`config.mk`:
```
export PLATFORM = sky130hd
export DESIGN_NAME = pt_dt_scheduler
export DESIGN_NICKNAME = d
export VERILOG_FILES = /design/src/rtl/pt_dt_scheduler.sv
export SDC_FILE = /design/constraint.sdc
export NUM_CORES = 1
export LEC_CHECK = 0
export BUFFER_PORTS_ARGS = -buffer_cell sky130_fd_sc_hd__buf_2
export CORE_MARGIN = 1
export CORE_UTILIZATION = 60
export CTS_BUF_LIST = sky130_fd_sc_hd__clkbuf_16
export CTS_CLUSTER_DIAMETER = 120
export CTS_CLUSTER_SIZE = 28
export DETAILED_ROUTE_END_ITERATION = 10
export PLACE_DENSITY = 0.82
export SYNTH_ARGS = -nofsm -noshare
export SYNTH_HDL_FRONTEND = slang
export SYNTH_SLANG_ARGS = --single-unit
export TNS_END_PERCENT = 10
```
`constraint.sdc`:
```
create_clock -name clk_i -period 12.47 [get_ports clk_i]
set_input_delay 0.6235 -clock clk_i [delete_from_list [all_inputs] [get_ports clk_i]]
set_output_delay 0.6235 -clock clk_i [all_outputs]
set_load 0.02 [all_outputs]
```
`src/rtl/pt_dt_scheduler.sv`:
```
// Shared serial pattern detector: a round-robin arbiter picks one requesting
// bit stream per cycle and runs that channel's saved detector context.
module pt_dt_scheduler #(
  parameter int              NCH     = 4,
  parameter int              PLEN    = 5,
  parameter logic [PLEN-1:0] PATTERN = 5'b11011,
  parameter bit              OVERLAP = 1'b0,
  parameter int              CW      = 8
) (
  input  logic                     clk_i,
  input  logic                     rst_ni,
  input  logic [NCH-1:0]           req_i,
  input  logic [NCH-1:0]           d_i,
  output logic [NCH-1:0]           gnt_o,
  input  logic                     clr_cnt_i,
  output logic                     match_o,
  output logic [$clog2(NCH)-1:0]   match_ch_o,
  output logic [NCH*CW-1:0]        match_cnt_o
);

  localparam int                CHW      = $clog2(NCH);
  localparam int                FW       = $clog2(PLEN);
  localparam logic [FW-1:0]     FILL_MAX = FW'(PLEN - 1);
  localparam logic [CHW-1:0]    LAST_CH  = CHW'(NCH - 1);

  logic [CHW-1:0]  r_ptr;
  logic [PLEN-2:0] r_hist [NCH];
  logic [FW-1:0]   r_fill [NCH];
  logic [CW-1:0]   r_cnt  [NCH];
  logic            r_match;
  logic [CHW-1:0]  r_match_ch;

  logic [NCH-1:0]  w_gnt;
  logic [CHW-1:0]  w_gnt_idx;
  logic            w_any;
  logic [PLEN-1:0] w_word;
  logic            w_hit;

  // Round-robin search starting at r_ptr; the first requester found wins.
  always_comb begin
    logic [CHW-1:0] sel;
    // NOTE: every combinational output gets a default first so no path leaves it unassigned (no latch).
    w_gnt     = '0;
    w_gnt_idx = '0;
    w_any     = 1'b0;
    sel       = '0;
    for (int i = 0; i < NCH; i++) begin
      sel = CHW'((int'(r_ptr) + i) % NCH);
      if (!w_any && req_i[sel]) begin
        w_any      = 1'b1;
        w_gnt[sel] = 1'b1;
        w_gnt_idx  = sel;
      end
    end
  end

  assign w_word = {r_hist[w_gnt_idx], d_i[w_gnt_idx]};
  assign w_hit  = w_any && (r_fill[w_gnt_idx] == FILL_MAX) && (w_word == PATTERN);

  // Context of the granted channel only; all others hold their state.
  always_ff @(posedge clk_i or negedge rst_ni) begin
    if (!rst_ni) begin
      r_ptr <= '0;
      // NOTE: the context arrays are reset because a mid-stream reset must discard partial patterns.
      for (int n = 0; n < NCH; n++) begin
        r_hist[n] <= '0;
        r_fill[n] <= '0;
      end
    end else if (w_any) begin
      // NOTE: sequential state uses non-blocking assignments so every read sees the pre-edge value.
      r_ptr <= (w_gnt_idx == LAST_CH) ? '0 : w_gnt_idx + 1'b1;
      if (w_hit && !OVERLAP) begin
        r_hist[w_gnt_idx] <= '0;
        r_fill[w_gnt_idx] <= '0;
      end else begin
        r_hist[w_gnt_idx] <= w_word[PLEN-2:0];
        if (r_fill[w_gnt_idx] != FILL_MAX) r_fill[w_gnt_idx] <= r_fill[w_gnt_idx] + 1'b1;
      end
    end
  end

  // Match pulse and saturating per-channel counters; clear beats a coincident hit.
  always_ff @(posedge clk_i or negedge rst_ni) begin
    if (!rst_ni) begin
      r_match    <= 1'b0;
      r_match_ch <= '0;
      for (int n = 0; n < NCH; n++) r_cnt[n] <= '0;
    end else begin
      r_match <= w_hit;
      if (w_hit) r_match_ch <= w_gnt_idx;
      for (int n = 0; n < NCH; n++) begin
        if (clr_cnt_i) begin
          r_cnt[n] <= '0;
        end else if (w_hit && (w_gnt_idx == CHW'(n)) && (r_cnt[n] != '1)) begin
          r_cnt[n] <= r_cnt[n] + 1'b1;
        end
      end
    end
  end

  assign gnt_o      = w_gnt;
  assign match_o    = r_match;
  assign match_ch_o = r_match_ch;

  for (genvar n = 0; n < NCH; n++) begin : g_cnt_out
    assign match_cnt_o[n*CW +: CW] = r_cnt[n];
  end

endmodule

```
==> summary.md <==
| Metric | Value |
|---|---|
| Outcome | `complete, but fails checks` |
| Failing checks | `DRC` |
| Total track usage | `0.289` |
| WS Path Type | `reg -> reg` |
| Tot Pwr | `1250 uW` |
| Tcrit/Tclk final | `0.459` |
| CTS Sinks | `65` |
| Share of layout cells above drive strength 1 | `0.208` |
| Synth Instances | `435` |
| Drt drc | `3` |
| Net Sw Frac | `0.467` |
| Normalized max-slew margin | `0.452` |
| Die area | `0.00720 sq mm` |
| R2r worst-path depth | `13` |
| Vias | `3580` |
| Diodes inserted | `0` |
| IO Count | `50` |
| DP HPWL | `6690 microns` |
| Die height | `84.9 microns` |
| Peak supply drop | `0.173 mV` |
| Largest net degree at the start of global routing | `66` |
| Worst path arrival time | `5970 ps` |
| Mean Syn Cell Area | `9.47 sq um` |
| Clock skew | `4.83 ps` |
| Placer Congestion | `0.921` |
| Post-CTS Hold Fix Bufs | `0` |
| Cts bufs inserted | `9` |
| Setup Buffers After CTS | `0` |
| Post-route antenna net violation count | `0` |
| Clock share of power | `0.196` |
| PD cells | `269 mW/mm^2` |
| Mapped Nets | `460` |
| Most used DFF post-synth | `dfrtp_1` |
| Met3 usage | `0.0486` |
| Root Driver | `clkbuf_16` |
| M2 GR Usage | `0.455` |
| Post-Syn Area | `0.00412 sq mm` |
| YS warnings | `0` |
| Max Clk Rate | `175 MHz` |
| Met1 usage | `0.388` |
| WL per Instance | `17.7 microns` |
| Total wire length | `9810 microns` |
| Final #Nets | `497` |
| R2r setup slk | `6740 ps` |
| Top Usage Layer GRT | `met2` |
| Global-route wire length before repair | `16200 microns` |
| MaxCap Viol Count | `0` |
| EDFF count, synth | `0` |
| Vias/cell | `6.46` |
| Worst-skew pair later-pin latency | `330 ps` |
| Initial DRC Count | `276` |
| Commonest non-fill, non-tap cells in the layout | `dfrtp_1, buf_2, nand2_1` |
| Area Growth Syn to Fin | `12.4%` |
| IO buf count | `49` |
| Leakage | `0.00215 uW` |
| Vias in the first global route | `3378` |
| TritonCTS clock tree | `built` |
| Commonest non-fill, non-tap cell in the layout | `dfrtp_1` |
| Row count | `29` |
| Flop pwr share | `0.247` |
| Crit start category | `register` |
| Final hold viol count | `0` |
| Endpoints failing setup | `0` |
| PostCTS Resize Cnt | `0` |
| R2r startpoint | `r_ptr[0]` |
| CP required | `12720 ps` |
| Fillers | `482` |
| Flops & latches, synth | `65` |
| Final Critical Period | `5730 ps` |
| Seq/Total Area, Yosys | `0.395` |
| Initial antenna violation count | `0` |
| Chip width | `84.9 microns` |
| Combinational power share | `0.558` |
| P_int | `665 uW` |
| Worst hold path class | `in -> async` |
| Netlist cell types | `63` |
| RSZ-0062 raised after global routing | `false` |
| Pins Over Slew Limit | `0` |
| Crit end category | `register` |
| Actual slew at the worst max-slew pin | `822 ps` |
| H-tree levels | `3` |
| Clock Path Buffers | `2` |
| Clock transition at path regs | `50 ps` |
| Sw power | `582 uW` |
| Worst-path fanout max | `20` |
| Async SR Flop Fraction | `1.00` |
| RR Endpoint | `r_fill[6]` |
| Final global-route overflow total | `0` |
| CORE AREA | `0.00649 sq mm` |
| Setup tns final | `0 ps` |
| Initial Util | `0.634` |
| Drt pass-1 iters | `9` |
registers in the layout, summed over array words and instances (netlist names):
register,cells
match_ch_o,2
match_cnt_o,32
match_o,1
r_fill,12
r_hist,16
r_ptr,2
power by group through the flow:
stage / clock, uW / sequential (uW) / combinational (uW)
after floorplan: 0 / 289 / 551
after global placement: 0 / 305 / 646
after detailed placement: 0 / 309 / 671
after CTS: 246 / 306 / 681
after global routing: 255 / 313 / 753
final: 244 / 308 / 696
worst max-delay path by stage:
stage / to / startpoint / cells past startpoint
global placement: match_cnt_o[28] / r_ptr[0] / 13
detailed placement: match_cnt_o[28] / r_ptr[0] / 13
global route: r_fill[8] / r_ptr[0] / 13
finish: r_fill[6] / r_ptr[0] / 13
CTS: r_fill[6] / r_ptr[0] / 13
floorplan: match_cnt_o[4] / r_ptr[0] / 17
cells by family (layout without fill, tap and decap cells):
group,Yosys count,count (layout),share of synthesized area
adder cells (fa/ha/maj),14,14,0.0425
AND/OR/NAND/NOR,165,165,0.207
multiplexers,37,37,0.105
XOR/XNOR,5,5,0.0106
buffers and inverters,36,78,0.0419
AO/OA/AOI/OAI,113,113,0.198
flip-flops,65,65,0.395
cells in the mapped netlist, drive strengths merged (3+ instances only):
library cell   n  area, sq um
dfrtp         65         1630
nand2         48          180
o21ai         29          145
nor2          28          105
mux2          19          214
nand3         16         80.1
a21oi         15         75.1
mux2i         15          150
clkbuf        14         52.6
ha            14          175
nor2b         13         88.8
o2bb2ai       13          114
buf           11         78.8
inv           10         37.5
a22oi          9         67.6
o31ai          9         67.6
or3            9         61.3
and3           8         50.1
nor3           8         40.0
nand4          7         43.8
nand2b         6         45.0
a21o           5         37.5
nor4           5         31.3
or4            5         41.3
a22o           4         35.0
and2           4         25.0
xnor2          4         35.0
a32oi          3         45.1
mux4           3         67.6
nand3b         3         22.5
o211ai         3         22.5
cell type report:
cell class | instances | area [sq um] | share of cell area
multi-input cells | 334 | 2320 | 0.501
flip-flops and latches | 65 | 1630 | 0.351
clock buffers | 9 | 225 | 0.0486
well taps | 77 | 96.3 | 0.0208
inverters | 11 | 41.3 | 0.00892
clock inverters | 7 | 61.3 | 0.0132
repair buffers | 51 | 260 | 0.0562
layer usage:
metal  vias up  wire, microns  share of wire
met5         -              0              0
met4         0            271          0.028
met3        28            677          0.069
met2       149           4540           0.46
met1      1717           4320           0.44
li1       1686              -              -
worst max-delay path: stages, from the launching register on:
cell	delay [ps]
dfrtp_1	780
inv_1	270
ha_1	610
mux4_2	670
or3_4	410
a32oi_4	460
mux2_2	420
ha_1	210
a21bo_2	220
nor3_1	50
nand3_1	370
clkinv_1	530
o21ai_0	490
o2bb2ai_1	170
per-stage QoR:
step	setup WS (ps)	util	hold WS [ps]	std cells	cell area [sq um]
floorplan	8190	-	328	435	4120
global placement	7020	0.669	458	538	4340
detailed placement	6820	0.669	466	538	4340
CTS	6780	0.713	485	554	4630
global route	6290	0.713	499	554	4630
finish	6740	0.713	471	554	4630
(Power assumes the default switching activity.)
